File: src/rtl/vedic_pkg.sv
// vedic_pkg: shared constants and elaboration helpers
// for the Vedic multiplier family.
package vedic_pkg;

    localparam int MIN_WIDTH = 4;
    localparam int MAX_WIDTH = 32;

    function automatic int clog2(input int v);
        int r;
        r = 0;
        while ((1 << r) < v) r++;
        return r;
    endfunction

    function automatic bit is_pow2(input int v);
        return (v > 0) && ((v & (v - 1)) == 0);
    endfunction

endpackage

File: src/rtl/cla_nbit.sv
// cla_nbit: W-bit adder built from per-bit generate/propagate
// terms; the carry out of the top bit is intentionally not exposed.
module cla_nbit #(
    parameter int W = 4
) (
    input  logic [W-1:0] a,
    input  logic [W-1:0] b,
    input  logic         cin,
    output logic [W-1:0] s
);

    logic [W-1:0] p;
    logic [W-1:0] c;

    assign p = a ^ b;

    // Carry into each bit from generate/propagate of the bit below.
    always_comb begin
        c[0] = cin;
        for (int i = 1; i < W; i++) begin
            c[i] = (a[i-1] & b[i-1]) | (p[i-1] & c[i-1]);
        end
    end

    assign s = p ^ c;

endmodule

File: src/rtl/vedic_2bit_mul.sv
// vedic_2bit_mul: 2x2 unsigned Urdhva-Tiryagbhyam leaf,
// vertical and crosswise terms with half-adder carries.
module vedic_2bit_mul (
    input  logic [1:0] a,
    input  logic [1:0] b,
    output logic [3:0] p
);

    logic x10;
    logic x01;
    logic hh;
    logic c1;

    assign x10  = a[1] & b[0];
    assign x01  = a[0] & b[1];
    assign hh   = a[1] & b[1];
    assign c1   = x10 & x01;
    assign p[0] = a[0] & b[0];
    assign p[1] = x10 ^ x01;
    assign p[2] = hh ^ c1;
    assign p[3] = hh & c1;

endmodule

File: src/rtl/vedic_nbit_core.sv
// vedic_nbit_core: recursive unsigned WxW Vedic multiplier,
// four half-width products merged with two adders.
module vedic_nbit_core #(
    parameter int W = 4
) (
    input  logic [W-1:0]   a,
    input  logic [W-1:0]   b,
    output logic [2*W-1:0] p
);

    if (W == 2) begin : g_leaf
        vedic_2bit_mul u_leaf (
            .a (a),
            .b (b),
            .p (p)
        );
    end else begin : g_node
        localparam int H = W / 2;

        logic [W-1:0]     pll;
        logic [W-1:0]     plh;
        logic [W-1:0]     phl;
        logic [W-1:0]     phh;
        logic [W:0]       mid;
        logic [2*W-H-1:0] hi;

        vedic_nbit_core #(.W(H)) u_ll (
            .a (a[H-1:0]),
            .b (b[H-1:0]),
            .p (pll)
        );
        vedic_nbit_core #(.W(H)) u_lh (
            .a (a[H-1:0]),
            .b (b[W-1:H]),
            .p (plh)
        );
        vedic_nbit_core #(.W(H)) u_hl (
            .a (a[W-1:H]),
            .b (b[H-1:0]),
            .p (phl)
        );
        vedic_nbit_core #(.W(H)) u_hh (
            .a (a[W-1:H]),
            .b (b[W-1:H]),
            .p (phh)
        );

        // Crosswise sum keeps its carry in the extra top bit.
        cla_nbit #(.W(W + 1)) u_mid (
            .a   ({1'b0, plh}),
            .b   ({1'b0, phl}),
            .cin (1'b0),
            .s   (mid)
        );

        // Low H bits of pll pass straight through to the product.
        cla_nbit #(.W(2 * W - H)) u_acc (
            .a   ({phh, pll[W-1:H]}),
            .b   ({{(H - 1){1'b0}}, mid}),
            .cin (1'b0),
            .s   (hi)
        );

        assign p = {hi, pll[H-1:0]};
    end

endmodule

File: src/rtl/vedic_nbit_mul_pipe.sv
// vedic_nbit_mul_pipe: 3-stage streaming Vedic multiplier
// with per-transaction sign mode, tag sideband and global stall.
module vedic_nbit_mul_pipe
    import vedic_pkg::*;
#(
    parameter int WIDTH = 8,
    parameter int TAG_W = 4
) (
    input  logic               clk,
    input  logic               rst_n,
    input  logic               flush,
    input  logic               in_valid,
    output logic               in_ready,
    input  logic [WIDTH-1:0]   in_a,
    input  logic [WIDTH-1:0]   in_b,
    input  logic               in_signed,
    input  logic [TAG_W-1:0]   in_tag,
    output logic               out_valid,
    input  logic               out_ready,
    output logic [2*WIDTH-1:0] out_p,
    output logic [TAG_W-1:0]   out_tag,
    output logic               busy
);

    localparam int H = WIDTH / 2;
    localparam int P = 2 * WIDTH;

    if (!is_pow2(WIDTH) || WIDTH < MIN_WIDTH || WIDTH > MAX_WIDTH
        || TAG_W < 1) begin : g_bad_cfg
        $fatal(1, "vedic_nbit_mul_pipe: illegal WIDTH/TAG_W");
    end

    logic             adv;
    logic             v1;
    logic             v2;
    logic [WIDTH-1:0] mag_a;
    logic [WIDTH-1:0] mag_b;
    logic [WIDTH-1:0] a1;
    logic [WIDTH-1:0] b1;
    logic             neg1;
    logic             neg2;
    logic [TAG_W-1:0] t1;
    logic [TAG_W-1:0] t2;
    logic [WIDTH-1:0] pll;
    logic [WIDTH-1:0] plh;
    logic [WIDTH-1:0] phl;
    logic [WIDTH-1:0] phh;
    logic [WIDTH-1:0] pll2;
    logic [WIDTH-1:0] plh2;
    logic [WIDTH-1:0] phl2;
    logic [WIDTH-1:0] phh2;
    logic [WIDTH:0]   mid;
    logic [P-H-1:0]   hi;
    logic [P-1:0]     sum;
    logic [P-1:0]     neg_sum;
    logic [P-1:0]     res;

    assign adv      = !out_valid || out_ready;
    assign in_ready = adv;
    assign busy     = v1 | v2 | out_valid;

    // -2^(WIDTH-1) negates to itself, which is its correct magnitude.
    assign mag_a = (in_signed && in_a[WIDTH-1]) ? -in_a : in_a;
    assign mag_b = (in_signed && in_b[WIDTH-1]) ? -in_b : in_b;

    vedic_nbit_core #(.W(H)) u_ll (
        .a (a1[H-1:0]),
        .b (b1[H-1:0]),
        .p (pll)
    );
    vedic_nbit_core #(.W(H)) u_lh (
        .a (a1[H-1:0]),
        .b (b1[WIDTH-1:H]),
        .p (plh)
    );
    vedic_nbit_core #(.W(H)) u_hl (
        .a (a1[WIDTH-1:H]),
        .b (b1[H-1:0]),
        .p (phl)
    );
    vedic_nbit_core #(.W(H)) u_hh (
        .a (a1[WIDTH-1:H]),
        .b (b1[WIDTH-1:H]),
        .p (phh)
    );

    cla_nbit #(.W(WIDTH + 1)) u_mid (
        .a   ({1'b0, plh2}),
        .b   ({1'b0, phl2}),
        .cin (1'b0),
        .s   (mid)
    );

    cla_nbit #(.W(P - H)) u_acc (
        .a   ({phh2, pll2[WIDTH-1:H]}),
        .b   ({{(H - 1){1'b0}}, mid}),
        .cin (1'b0),
        .s   (hi)
    );

    assign sum = {hi, pll2[H-1:0]};

    // Two's-complement negate; a zero magnitude stays zero.
    cla_nbit #(.W(P)) u_neg (
        .a   (~sum),
        .b   ('0),
        .cin (1'b1),
        .s   (neg_sum)
    );

    assign res = neg2 ? neg_sum : sum;

    // Stage valid bits: flush drops everything, else shift on advance.
    always_ff @(posedge clk or negedge rst_n) begin
        if (!rst_n) begin
            v1        <= 1'b0;
            v2        <= 1'b0;
            out_valid <= 1'b0;
        end else if (flush) begin
            v1        <= 1'b0;
            v2        <= 1'b0;
            out_valid <= 1'b0;
        end else if (adv) begin
            v1        <= in_valid;
            v2        <= v1;
            out_valid <= v2;
        end
    end

    // Stage data moves in lockstep with the valid bits.
    always_ff @(posedge clk or negedge rst_n) begin
        if (!rst_n) begin
            a1      <= '0;
            b1      <= '0;
            neg1    <= 1'b0;
            t1      <= '0;
            pll2    <= '0;
            plh2    <= '0;
            phl2    <= '0;
            phh2    <= '0;
            neg2    <= 1'b0;
            t2      <= '0;
            out_p   <= '0;
            out_tag <= '0;
        end else if (adv) begin
            a1      <= mag_a;
            b1      <= mag_b;
            neg1    <= in_signed & (in_a[WIDTH-1] ^ in_b[WIDTH-1]);
            t1      <= in_tag;
            pll2    <= pll;
            plh2    <= plh;
            phl2    <= phl;
            phh2    <= phh;
            neg2    <= neg1;
            t2      <= t1;
            out_p   <= res;
            out_tag <= t2;
        end
    end

endmodule

File: config.mk
export PLATFORM = sky130hd
export DESIGN_NAME = vedic_nbit_mul_pipe
export DESIGN_NICKNAME = d
export VERILOG_FILES = /design/src/rtl/vedic_pkg.sv /design/src/rtl/cla_nbit.sv /design/src/rtl/vedic_2bit_mul.sv /design/src/rtl/vedic_nbit_core.sv /design/src/rtl/vedic_nbit_mul_pipe.sv
export SDC_FILE = /design/constraint.sdc
export NUM_CORES = 1
export LEC_CHECK = 0
export CORE_MARGIN = 5
export CORE_UTILIZATION = 50
export CTS_CLUSTER_SIZE = 30
export DETAILED_ROUTE_END_ITERATION = 6
export GPL_TIMING_DRIVEN = 1
export PLACE_DENSITY = 0.78
export SLEW_MARGIN = 20
export SYNTH_ARGS = -nofsm -noshare
export SYNTH_HDL_FRONTEND = slang
export SYNTH_SLANG_ARGS = --single-unit
File: constraint.sdc
create_clock -name clk -period 15.65 [get_ports clk]
set_clock_uncertainty 0.05 [all_clocks]
set_input_delay 3.13 -clock clk [delete_from_list [all_inputs] [get_ports clk]]
set_output_delay 3.13 -clock clk [all_outputs]
set_load 0.02 [all_outputs]
# After elaboration in Yosys (flattened, before gate mapping)
# Index checks and enable logic that the tools add are counted.
dict set report totals {
  latch_bits 0
  output_inout_bits 23
  memories 0
  rom_bits 0
  word_cells 340
  inputBits 26
  reg_bits 81
  ramBits 0
}
dict set report classes {
  mul 0
  bitwise_logic 309
  n_shift 0
  reduce_logical 5
  muxes 9
  eq_ne 0
  n_div 0
  order_cmp 0
  add_sub_neg 2
}
# operator count
set op_table {}
lappend op_table {{$and A1 B1 Y1} 209}
lappend op_table {{$or A1 B1 Y1} 45}
lappend op_table {{$xor A1 B1 Y1} 33}
lappend op_table {{$xor A6 B5 Y6} 4}
lappend op_table {{$xor A6 B6 Y6} 4}
lappend op_table {{$xor A5 B5 Y5} 4}
lappend op_table {{$mux W16} 1}
lappend op_table {{$mux W8} 2}
lappend op_table {{$neg A8 Y8} 2}
lappend op_table {{$not A16 Y16} 1}
lappend op_table {{$xor A16 B16 Y16} 1}
lappend op_table {{$xor A4 B4 Y4} 4}
lappend op_table {{$xor A12 B12 Y12} 1}
lappend op_table {{$xor A12 B9 Y12} 1}
lappend op_table {{$xor A9 B9 Y9} 1}
lappend op_table {{$xor A8 B8 Y8} 1}
lappend op_table {{$mux W1} 6}
lappend op_table {{$logic_and A1 B1 Y1} 2}
lappend op_table {{$reduce_bool A2 Y1} 1}
lappend op_table {{$logic_not A1 Y1} 1}
lappend op_table {{$logic_or A1 B1 Y1} 1}

# Longest topological paths before layout
dict set report depth {
  depth_word 53
  ltp_mapped 21
  mapped_depth_nobuf 21
}

# Cells and area by module
# A second synthesis with hierarchy kept.
dict set report hier_totals {
  cells_unflattened 624
  area_unflattened_um2 6173.4
}
# mod cells_per_inst n_inst area_each_um2 seq_area_each_um2
set by_module_without_submodules {}
lappend by_module_without_submodules {vedic_nbit_mul_pipe 388 1 3488.3 2026.9}
lappend by_module_without_submodules {vedic_2bit_mul 6 16 50.0 0.0}
lappend by_module_without_submodules {{cla_nbit at u_hh.g_node.u_acc ...} 11 4 142.6 0.0}
lappend by_module_without_submodules {{cla_nbit at u_hh.g_node.u_mid ...} 10 4 122.6 0.0}
lappend by_module_without_submodules {{cla_nbit at u_neg} 21 1 342.8 0.0}
lappend by_module_without_submodules {{cla_nbit at u_acc} 17 1 262.8 0.0}
lappend by_module_without_submodules {{cla_nbit at u_mid} 14 1 202.7 0.0}
lappend by_module_without_submodules {{vedic_nbit_core at u_hh ...} 1 4 3.8 0.0}

# Worst setup path after synthesis
# Ideal clock, no wire load.
dict set report synth_timing {
  kind {input to output}
  from {in out_ready}
  to {out in_ready}
  slack_ns 8.892
  t_arrival_ns 3.578
  path_buffers 2
  cell_stages 4
  required_ns 12.470
  path_cell_list {nor2b_4 > buf_6 > inv_4 > buf_2}
}
dict set report synth_via {
  elab_chain_cells 1
}
# item line_no
set synth_rtl {}
lappend synth_rtl {{start: declaration} vedic_nbit_mul_pipe.sv:19} ;# input logic out_ready,
lappend synth_rtl {{$logic_or A1 B1 Y1} vedic_nbit_mul_pipe.sv:58} ;# assign adv = !out_valid || out_ready;
lappend synth_rtl {{end: declaration} vedic_nbit_mul_pipe.sv:13} ;# output logic in_ready,
# Every way passes these cells.

# Worst setup path after layout
# Ends and elaborated chain as after synthesis.

==> flow_metrics.tcl <==
set metrics [dict create \
    drv_cap 0 \
    core-area_um2 11270 \
    synth_ff_type "dfrtp_1" \
    maxSlewViolCount 0 \
    ant_nets 0 \
    finalHoldWorstSlack_ns 0.4169 \
    place.gp.congestion 0.8839 \
    final_cells 786 \
    netSwitchingFraction_pct 35.85 \
    dieWidth_um 116.6 \
    min_period_over_period_pct 55.16 \
    tns_ns 0 \
    std_cell_rows 39 \
    cts_buffers 9 \
    p_comb_share_pct 44.5 \
    dpl.cell_count 771 \
    cp-start-kind "input port" \
    syn_inst 598 \
    crit_start "out_ready" \
    end_kind "primary output" \
    async_flop_share_pct 100.0 \
    synth_nets 727 \
    wirelength_um 10690 \
    synthesis.area_um2 5679 \
    seq_area_frac_synth_pct 35.69 \
    insertion_delay_ns 0.34 \
    p_switching_mw 0.3475 \
    start_util_pct 50.38 \
    antenna_found_initial 0 \
    first_iter_violations 150 \
    grt_usage_pct 17.46 \
    cts_setup_buffers 0 \
    grt_max_degree 84 \
    stdcell_area_um2 6569 \
    crit_fanout 83 \
    post-route-min-period_ns 8.632 \
    p_per_area_nw_per_um2 147.5 \
    clock_power_share_pct 24.4 \
    p_int_mw 0.6217 \
    num_io_pins 49 \
    crit_arrival_ns 5.45 \
    die_area_um2 13590 \
    synthDistinctLibCells 28 \
    grt_pass1_vias 4241 \
    grt_pass1_wl_um 19060 \
    hp-class "reg -> reg" \
    dr.pass1.iters 4 \
    cts_resized 0 \
    drcViolationCount 0 \
    synth-seq-cells 81 \
    grt-ovfl-total 0 \
    h-tree-depth 3 \
    p_leak_nw 3.261 \
    status "finished, final reports clean" \
    via_count 3955 \
    drive_above_1_share_pct 3.110 \
    r2r_start "plh2[0]" \
    cts_tree "done" \
    crit_type "in -> out" \
    rsz0062_at_grt "no" \
    p_total_mw 0.9692 \
    hold_buffers 0 \
    io_buffers 48 \
    ys_warn_count 0 \
    hpwl_um 7972 \
    nNetsFinal 768 \
    slew-limit-headroom_pct 43.81 \
    dpl-instance-area_um2 6232 \
    fp.dieH_um 116.6 \
    synth_edf_count 0 \
    critical_path_required_ns 12.47 \
    area_delta_synth_final_pct 15.66 \
    worstMarginPinSlew_ns 0.8428 \
    cts_buffer_depth 2 \
    avgRoutedWirePerCell_um 13.60 \
    timing.fmax_mhz 115.8 \
    diodes 0 \
    clkTransAtPathRegs_ns 0.06 \
    vias_per_cell 5.032 \
    final-hold-violation-count 0 \
    peakVddDrop_mv 0.09032 \
    cts_root_buf "clkbuf_16" \
    clkSinkCount 81 \
    p_seq_share_pct 31.0 \
    min_from "neg1" \
    postSynthAreaPerCell_um2 9.497 \
    setup_violations 0 \
]
-- cells in the mapped netlist (2+ instances only) --
| master | instances | share of area [%] |
|---|---|---|
| and2_1 | 56 | 6.2 |
| nand3_1 | 6 | 0.53 |
| o21ai_0 | 38 | 3.3 |
| ha_1 | 60 | 13 |
| buf_6 | 2 | 0.40 |
| xor2_1 | 4 | 0.62 |
| dfrtp_1 | 81 | 36 |
| a21oi_1 | 19 | 1.7 |
| fa_1 | 43 | 15 |
| nand2_1 | 115 | 7.6 |
| o21ai_1 | 4 | 0.35 |
| inv_1 | 84 | 5.6 |
| buf_2 | 14 | 1.2 |
| a31oi_1 | 4 | 0.44 |
| nor3_1 | 3 | 0.26 |
| mux2i_1 | 15 | 2.6 |
| nand2_2 | 2 | 0.22 |
| xnor2_1 | 12 | 1.9 |
| buf_4 | 2 | 0.26 |
| or3_1 | 2 | 0.22 |
| nor2_1 | 25 | 1.7 |
-- registers in the layout, summed over array words and instances (netlist names) --
register and flops:
a1 8, neg1 1, out_tag 4, phh2 8
phl2 8, t2 4, neg2 1, b1 8
out_valid 1, v1 1, t1 4, pll2 8
plh2 8, v2 1, out_p 16
-- critical path, cell delays in order --
cell and delay, ns:
clkdlybuf4s50_1 0.51, nor2b_4 0.04, buf_4 0.34, inv_4 0.63
clkdlybuf4s50_1 0.74
-- through the flow --
step / setup slack, ns / util, %
after floorplan: 8.892 / -
after global placement: 7.033 / 55.29
after detailed placement: 7.021 / 55.29
after CTS: 7.013 / 58.24
after global routing: 6.879 / 58.28
final: 7.018 / 58.28
-- cells in the final DEF (no fill, tap or decap) --
cell type / n
bufinv_16: 3
o21ai_1: 4
ha_1: 60
dfrtp_1: 81
inv_1: 84
inv_4: 1
a21o_1: 1
buf_6: 1
and2_1: 56
mux2i_1: 15
a31oi_1: 4
o21ai_0: 38
buf_4: 1
inv_6: 1
clkbuf_1: 1
xor2_1: 4
clkinv_2: 1
nor4_1: 1
clkdlybuf4s50_1: 47
a21oi_1: 19
nand3_1: 6
or3_1: 2
nand2_1: 115
a21boi_0: 1
nor2b_4: 1
nand2_2: 2
fa_1: 43
xnor2_1: 12
clkbuf_16: 9
nor2_1: 25
nor2b_1: 1
nor3_1: 3
-- routing by layer --
metal	GRT usage (%)	part of all wire, %	vias to the layer above
met4	6.422	2.2	0
met5	0	0	-
met1	22.54	44	1917
li1	-	-	1945
met2	29.60	50	71
met3	3.057	3.3	22
-- power by group through the flow --
stage / clock network (mW) / logic, mW / registers (mW)
floorplan: 0 / 0.282 / 0.317
global placement: 0 / 0.404 / 0.302
detailed placement: 0 / 0.434 / 0.305
global route: 0.250 / 0.502 / 0.310
CTS: 0.241 / 0.441 / 0.302
finish: 0.237 / 0.431 / 0.301
-- cell families after synthesis --
kind of cell | count (synthesis) | synth area share [%]
and+or+nand+nor | 212 | 17.12
buffers and inverters | 104 | 7.623
adders and majority gates | 103 | 28.38
DFF | 81 | 35.69
AOI/OAI and AO/OA | 67 | 6.081
xor gates and xnor gates | 16 | 2.467
muxes | 15 | 2.644
-- cell type report --
type / instances / area, um2
Fill cell: 970 / 4703
Tap cell: 143 / 178.9
Timing Repair Buffer: 49 / 489.2
Multi-Input combinational cell: 413 / 3219
Sequential cell: 81 / 2027
Clock inverter: 5 / 103.9
Inverter: 85 / 321.6
Clock buffer: 10 / 229.0
-- final timing paths --
check                                   to  slack, ns  cells past startpoint
max in group asynchronous          plh2[5]      12.28                      1
min in group asynchronous       out_tag[3]       2.79                      1
worst max-delay path              in_ready       7.02                      5
worst min register to register        neg1       0.42                      2
worst min-delay path                  neg1       0.42                      2
worst max register to register   out_p[15]      10.35                     17
Power figures use the tool's default switching activity.
